===== config.mk =====
export PLATFORM = sky130hd
export DESIGN_NAME = regfile_we_decoder_flat
export DESIGN_NICKNAME = d
export VERILOG_FILES = /design/src/rtl/regfile_we_decoder_if.sv /design/src/rtl/regfile_we_decoder.sv /design/src/flat_wrapper.sv
export SDC_FILE = /design/constraint.sdc
export NUM_CORES = 1
export LEC_CHECK = 0
export ABC_AREA = 1
export CAP_MARGIN = 20
export CORE_ASPECT_RATIO = 1.5
export CORE_UTILIZATION = 45
export CTS_CLUSTER_SIZE = 25
export DETAILED_ROUTE_END_ITERATION = 10
export DONT_BUFFER_PORTS = 1
export HOLD_SLACK_MARGIN = 0.08
export SYNTH_ARGS = -nofsm -noshare
export SYNTH_HDL_FRONTEND = slang
export SYNTH_SLANG_ARGS = --single-unit

===== constraint.sdc =====
create_clock -name clk -period 1.8 [get_ports clk]
set_input_delay 0.18 -clock clk [delete_from_list [all_inputs] [get_ports clk]]
set_output_delay 0.18 -clock clk [all_outputs]
set_load 0.005 [all_outputs]

===== src/rtl/regfile_we_decoder_if.sv =====
// Bus bundle for the register-file write-enable decoder: the decode request,
// the clear-sweep control and the registered strobe/status outputs.
interface regfile_we_decoder_if #(
  parameter int ADDR_W = 5
) ();

  logic                     en;
  logic [ADDR_W-1:0]        addr;
  logic                     clr_start;
  logic [(2**ADDR_W)-1:0]   out;
  logic                     clr_busy;
  logic                     clr_done;

  // Requester side: issues writes and clear requests, observes strobes.
  modport master (
    output en, addr, clr_start,
    input  out, clr_busy, clr_done
  );

  // Decoder side: consumes requests, drives registered strobes.
  modport slave (
    input  en, addr, clr_start,
    output out, clr_busy, clr_done
  );

endinterface


===== src/rtl/regfile_we_decoder.sv =====
// Registered one-hot write-enable decoder for the CPU register file.
// IDLE decodes en/addr into a single strobe one cycle later; a clear request
// walks a strobe across every writable register, one per cycle, so the file
// can zero itself after reset. The optional zero register (top index) is
// never strobed.
module regfile_we_decoder #(
  parameter int ADDR_W      = 5,
  parameter bit ZERO_REG_EN = 1'b1
) (
  input  logic                 clk,
  input  logic                 reset,
  regfile_we_decoder_if.slave  bus
);

  localparam int NUM_OUT = 2**ADDR_W;
  localparam int LAST    = (ZERO_REG_EN == 1'b1) ? (NUM_OUT - 2) : (NUM_OUT - 1);

  localparam logic [ADDR_W-1:0]  LAST_IDX = ADDR_W'(LAST);
  localparam logic [ADDR_W-1:0]  XZR_IDX  = ADDR_W'(NUM_OUT - 1);
  localparam logic [ADDR_W-1:0]  CNT_ONE  = ADDR_W'(1);
  localparam logic [NUM_OUT-1:0] ONE_HOT0 = NUM_OUT'(1);

  typedef enum logic [0:0] {
    IDLE  = 1'b0,
    CLEAR = 1'b1
  } state_t;

  state_t               state_r;
  state_t               state_s;
  logic [ADDR_W-1:0]    cnt_r;
  logic [ADDR_W-1:0]    cnt_s;
  logic [NUM_OUT-1:0]   out_r;
  logic [NUM_OUT-1:0]   out_s;
  logic                 busy_r;
  logic                 busy_s;
  logic                 done_r;
  logic                 done_s;
  logic                 addr_is_xzr_s;

  // The zero register is only special when it is enabled.
  assign addr_is_xzr_s = (ZERO_REG_EN == 1'b1) && (bus.addr == XZR_IDX);

  // Next-state and next-output logic; every register is recomputed each edge.
  always_comb begin
    state_s = IDLE;
    cnt_s   = '0;
    out_s   = '0;
    busy_s  = 1'b0;
    done_s  = 1'b0;
    case (state_r)
      IDLE: begin
        if (bus.clr_start) begin
          // Clear has priority over a write sampled on the same edge.
          state_s = CLEAR;
          cnt_s   = '0;
          out_s   = ONE_HOT0;
          busy_s  = 1'b1;
        end else if (bus.en && !addr_is_xzr_s) begin
          out_s = ONE_HOT0 << bus.addr;
        end else begin
          out_s = '0;
        end
      end
      CLEAR: begin
        if (cnt_r == LAST_IDX) begin
          // Strobe LAST was shown this cycle: leave the sweep and pulse done.
          state_s = IDLE;
          done_s  = 1'b1;
        end else begin
          state_s = CLEAR;
          cnt_s   = cnt_r + CNT_ONE;
          out_s   = ONE_HOT0 << (cnt_r + CNT_ONE);
          busy_s  = 1'b1;
        end
      end
      default: begin
        state_s = IDLE;
      end
    endcase
  end

  // State, sweep counter and output registers; reset aborts any sweep.
  always_ff @(posedge clk or posedge reset) begin
    if (reset) begin
      state_r <= IDLE;
      cnt_r   <= '0;
      out_r   <= '0;
      busy_r  <= 1'b0;
      done_r  <= 1'b0;
    end else begin
      state_r <= state_s;
      cnt_r   <= cnt_s;
      out_r   <= out_s;
      busy_r  <= busy_s;
      done_r  <= done_s;
    end
  end

  assign bus.out      = out_r;
  assign bus.clr_busy = busy_r;
  assign bus.clr_done = done_r;

endmodule

===== src/flat_wrapper.sv =====
// flat-port wrapper written by rule: the top's interface ports become plain ports
module regfile_we_decoder_flat 
#(
  parameter int ADDR_W      = 5,
  parameter bit ZERO_REG_EN = 1'b1
)
  (clk, reset, bus_en, bus_addr, bus_clr_start, bus_out, bus_clr_busy, bus_clr_done);
  regfile_we_decoder_if #(.ADDR_W(ADDR_W)) bus_i ();
  input  logic clk;
  input  logic reset;
  input wire logic [$bits(bus_i.en)-1:0] bus_en;
  input wire logic [$bits(bus_i.addr)-1:0] bus_addr;
  input wire logic [$bits(bus_i.clr_start)-1:0] bus_clr_start;
  output wire logic [$bits(bus_i.out)-1:0] bus_out;
  output wire logic [$bits(bus_i.clr_busy)-1:0] bus_clr_busy;
  output wire logic [$bits(bus_i.clr_done)-1:0] bus_clr_done;
  assign bus_i.en = bus_en;
  assign bus_i.addr = bus_addr;
  assign bus_i.clr_start = bus_clr_start;
  assign bus_out = bus_i.out;
  assign bus_clr_busy = bus_i.clr_busy;
  assign bus_clr_done = bus_i.clr_done;
  regfile_we_decoder #(.ADDR_W(ADDR_W), .ZERO_REG_EN(ZERO_REG_EN)) u_core (.clk(clk), .reset(reset), .bus(bus_i));
endmodule

==> results.py <==
metrics = {
    "sta": {
        "hold_viol": 0,
        "relSlewSlack_pct": 63.88,
        "finalWorstPathRequiredPeriod_ns": 1.676,
        "rsz0062_at_grt": "no",
        "fmaxAchievable_mhz": 596.8,
        "tightest_slew_ns": 0.5406,
        "finalCritPeriodShare_pct": 93.09,
        "tns_ns": 0,
        "clock_skew_ns": 0.006233,
        "setup_ws_ns": 0.1244,
        "timing.hold.ws_ns": 0.1012,
        "setup_viol": 0,
        "final_max_slew_viol_count": 0,
    },
    "route": {
        "routedWlPerCell_um": 14.68,
        "drtPass1Iterations": 4,
        "routed_wl_um": 4816,
        "drc": 0,
        "via_per_inst": 5.201,
        "ant_nets": 0,
        "num_vias": 1706,
        "detail_route.iter0.violations": 58,
    },
    "critical_path": {
        "r2r_cells": 8,
        "critical_path_class": "flop to flop",
        "cp-end-kind": "flop",
        "worst_r2r_endpoint": "u_core.bus.out[30]",
        "cp_max_fo": 8,
        "arrival_ns": 1.84,
        "crit_path_start_kind": "flop",
        "r2r_slack_ns": 0.12,
        "regToRegStartpoint": "u_core.cnt_r[0]",
        "critPathRequiredTime_ns": 1.96,
    },
    "global_routing": {
        "grt_pass1_vias": 1561,
        "grt_max_degree": 40,
        "grt_use_total_pct": 21.65,
        "antenna_found_initial": 0,
        "grt_pass1_wl_um": 7790,
        "grt.overflow.total": 0,
    },
    "clock_tree": {
        "htreeDepth": 2,
        "clk_pin_slew_ns": 0.07,
        "cts_made_buffers": 5,
        "cts_tree": "done",
        "clk_latency_ns": 0.29,
        "clock_path_buffers": 2,
        "root_buffer": "clkbuf_8",
        "clock_sinks": 39,
    },
    "final_layout": {
        "final_nets": 295,
        "diodes": 0,
        "nFillCells": 429,
        "fin_util_pct": 50.74,
        "drive_gt1_share_pct": 8.865,
        "area_growth_pct": 6.444,
        "postLayoutCellArea_um2": 2191,
        "final_cells": 328,
    },
    "place": {
        "dp_cells": 313,
        "dp_hpwl_um": 3448,
        "port-buffer-count": 0,
        "placed_area_um2": 2039,
        "gp_congestion": 0.8405,
        "dp_slack_ns": 0.1604,
    },
    "power": {
        "comb_power_share_pct": 40.8,
        "p_leak_nw": 1.145,
        "powerDensity_nw_per_um2": 1432,
        "p_clk_share_pct": 17.8,
        "seqPwrFrac_pct": 41.3,
        "internal_power_mw": 1.804,
        "swShare_pct": 42.52,
        "p_total_mw": 3.138,
        "p_sw_mw": 1.334,
        "ir_drop_uv": 610.2,
    },
    "logic_synthesis": {
        "syn_inst": 277,
        "avgSynthCellArea_um2": 7.430,
        "synth_compound_area_share_pct": 1.216,
        "synthXorXnorAreaFrac_pct": 0,
        "synth_nets": 291,
        "netlist-cell-type-count": 20,
        "synth_fa_ha_area_share_pct": 3.040,
        "synth_edf_count": 0,
        "synth_top_family_by_area": "simple AND/OR/NAND/NOR gates",
        "ys_seq_elements": 39,
        "yosys.area_share.simple_pct": 40.97,
        "async_flop_share_pct": 100.0,
        "synth_seq_area_share_pct": 47.42,
        "muxShareOfSynthArea_pct": 0,
        "synth_flop_cell": "dfrtp_1",
        "synth_area_um2": 2058,
        "ys_warn_count": 0,
    },
    "die": {
        "die_w_um": 57.22,
        "die_h_um": 84.83,
        "start_util_pct": 47.67,
        "rows": 29,
        "boundaryPins": 43,
        "die-area_um2": 4854,
        "core-area_um2": 4318,
    },
    "worst_hold_path": {
        "hp-start": "bus_clr_start",
        "min_path_type": "input pin to flop",
        "worstHoldEndpoint": "u_core.bus.out[0]",
        "whs_path_depth": 4,
    },
    "flow_run": {
        "max_cap_viol_count": 0,
    },
    "run_status": {
        "status": "finished, final reports clean",
    },
}
## kinds of logic (layout without fill, tap and decap cells)
logic type / Yosys count / in the layout
adders and majority gates: 5 / 5
and+or+nand+nor: 203 / 203
DFF: 39 / 39
AOI/OAI and AO/OA: 2 / 2
buffers and inverters: 28 / 33
## routing by layer
metal | wire length (um) | global-route usage, % | vias to the layer above
li1 | - | - | 854
met1 | 1962 | 27.27 | 785
met2 | 2489 | 36.26 | 58
met5 | 0 | 0 | -
met4 | 113 | 8.426 | 0
met3 | 250 | 4.268 | 9
## synthesized netlist by cell type (2+ instances only)
| cell type | number | share of area, % |
|---|---|---|
| nand4_1 | 15 | 4.6 |
| buf_2 | 7 | 1.7 |
| ha_1 | 5 | 3.0 |
| nand2_1 | 118 | 22 |
| nor2_4 | 2 | 1.1 |
| buf_6 | 3 | 1.6 |
| nand2_2 | 5 | 1.5 |
| dfrtp_1 | 39 | 47 |
| nor2_2 | 2 | 0.61 |
| nand3_1 | 6 | 1.5 |
| nor2_1 | 53 | 9.7 |
| inv_1 | 14 | 2.6 |
## area by class of cell
type	instances	area [um^2]	share of cell area [%]
Sequential cell	39	975.9	44.55
Multi-Input combinational cell	210	930.9	42.49
Timing Repair Buffer	9	85.08	3.883
Clock buffer	7	76.32	3.484
Inverter	16	60.06	2.741
Tap cell	46	57.56	2.627
Clock inverter	1	5.005	0.2284
## worst max-delay path, cell delays in order (launching register included)
cell and delay (ns):
dfrtp_1 0.47, inv_1 0.11, ha_1 0.20, nand2_2 0.09, o21ai_4 0.30, nor2_4 0.07
buf_4 0.17, nand2_1 0.06, nand2_1 0.07
## registers in the layout, summed over array words and instances, names as in the netlist
register,cells
u_core.cnt_r,5
u_core.state_r,1
u_core.bus.out,32
u_core.bus.clr_done,1
## repair_timing
action	in CTS	in global routing
hold endpoints to repair	40	0
resized for setup	0	0
hold buffers	2	0
endpoints found under the setup margin	0	8
buffers inserted	0	5
## power by group through the flow
stage | clock network [mW] | registers [mW] | logic [mW]
final | 0.559 | 1.30 | 1.28
after global routing | 0.603 | 1.32 | 1.43
after CTS | 0.567 | 1.30 | 1.09
after detailed placement | 0 | 1.32 | 1.08
after global placement | 0 | 1.31 | 1.07
after floorplan | 0 | 1.24 | 0.949
## cell usage in the layout, fill, tap and decap left out, drive strengths merged
master	count
ha	5
dfrtp	39
nor3	1
inv	15
a21oi	1
nor2	57
dlygate4sd3	2
buf	7
and2	1
clkbuf	7
clkinv	2
nand3	6
o21ai	1
nand2	123
nand4	15
## worst max path at each step
| stage | from | to | slack [ns] | cells past startpoint |
|---|---|---|---|---|
| floorplan | u_core.cnt_r[0] | u_core.bus.out[15] | 0.33 | 8 |
| global placement | u_core.cnt_r[0] | u_core.bus.out[6] | 0.19 | 7 |
| detailed placement | u_core.cnt_r[0] | u_core.bus.out[9] | 0.16 | 7 |
| CTS | u_core.cnt_r[0] | u_core.bus.out[27] | 0.14 | 7 |
| global route | u_core.cnt_r[0] | u_core.bus.out[30] | 0.01 | 8 |
| finish | u_core.cnt_r[0] | u_core.bus.out[30] | 0.12 | 8 |
(Power assumes the default switching activity.)
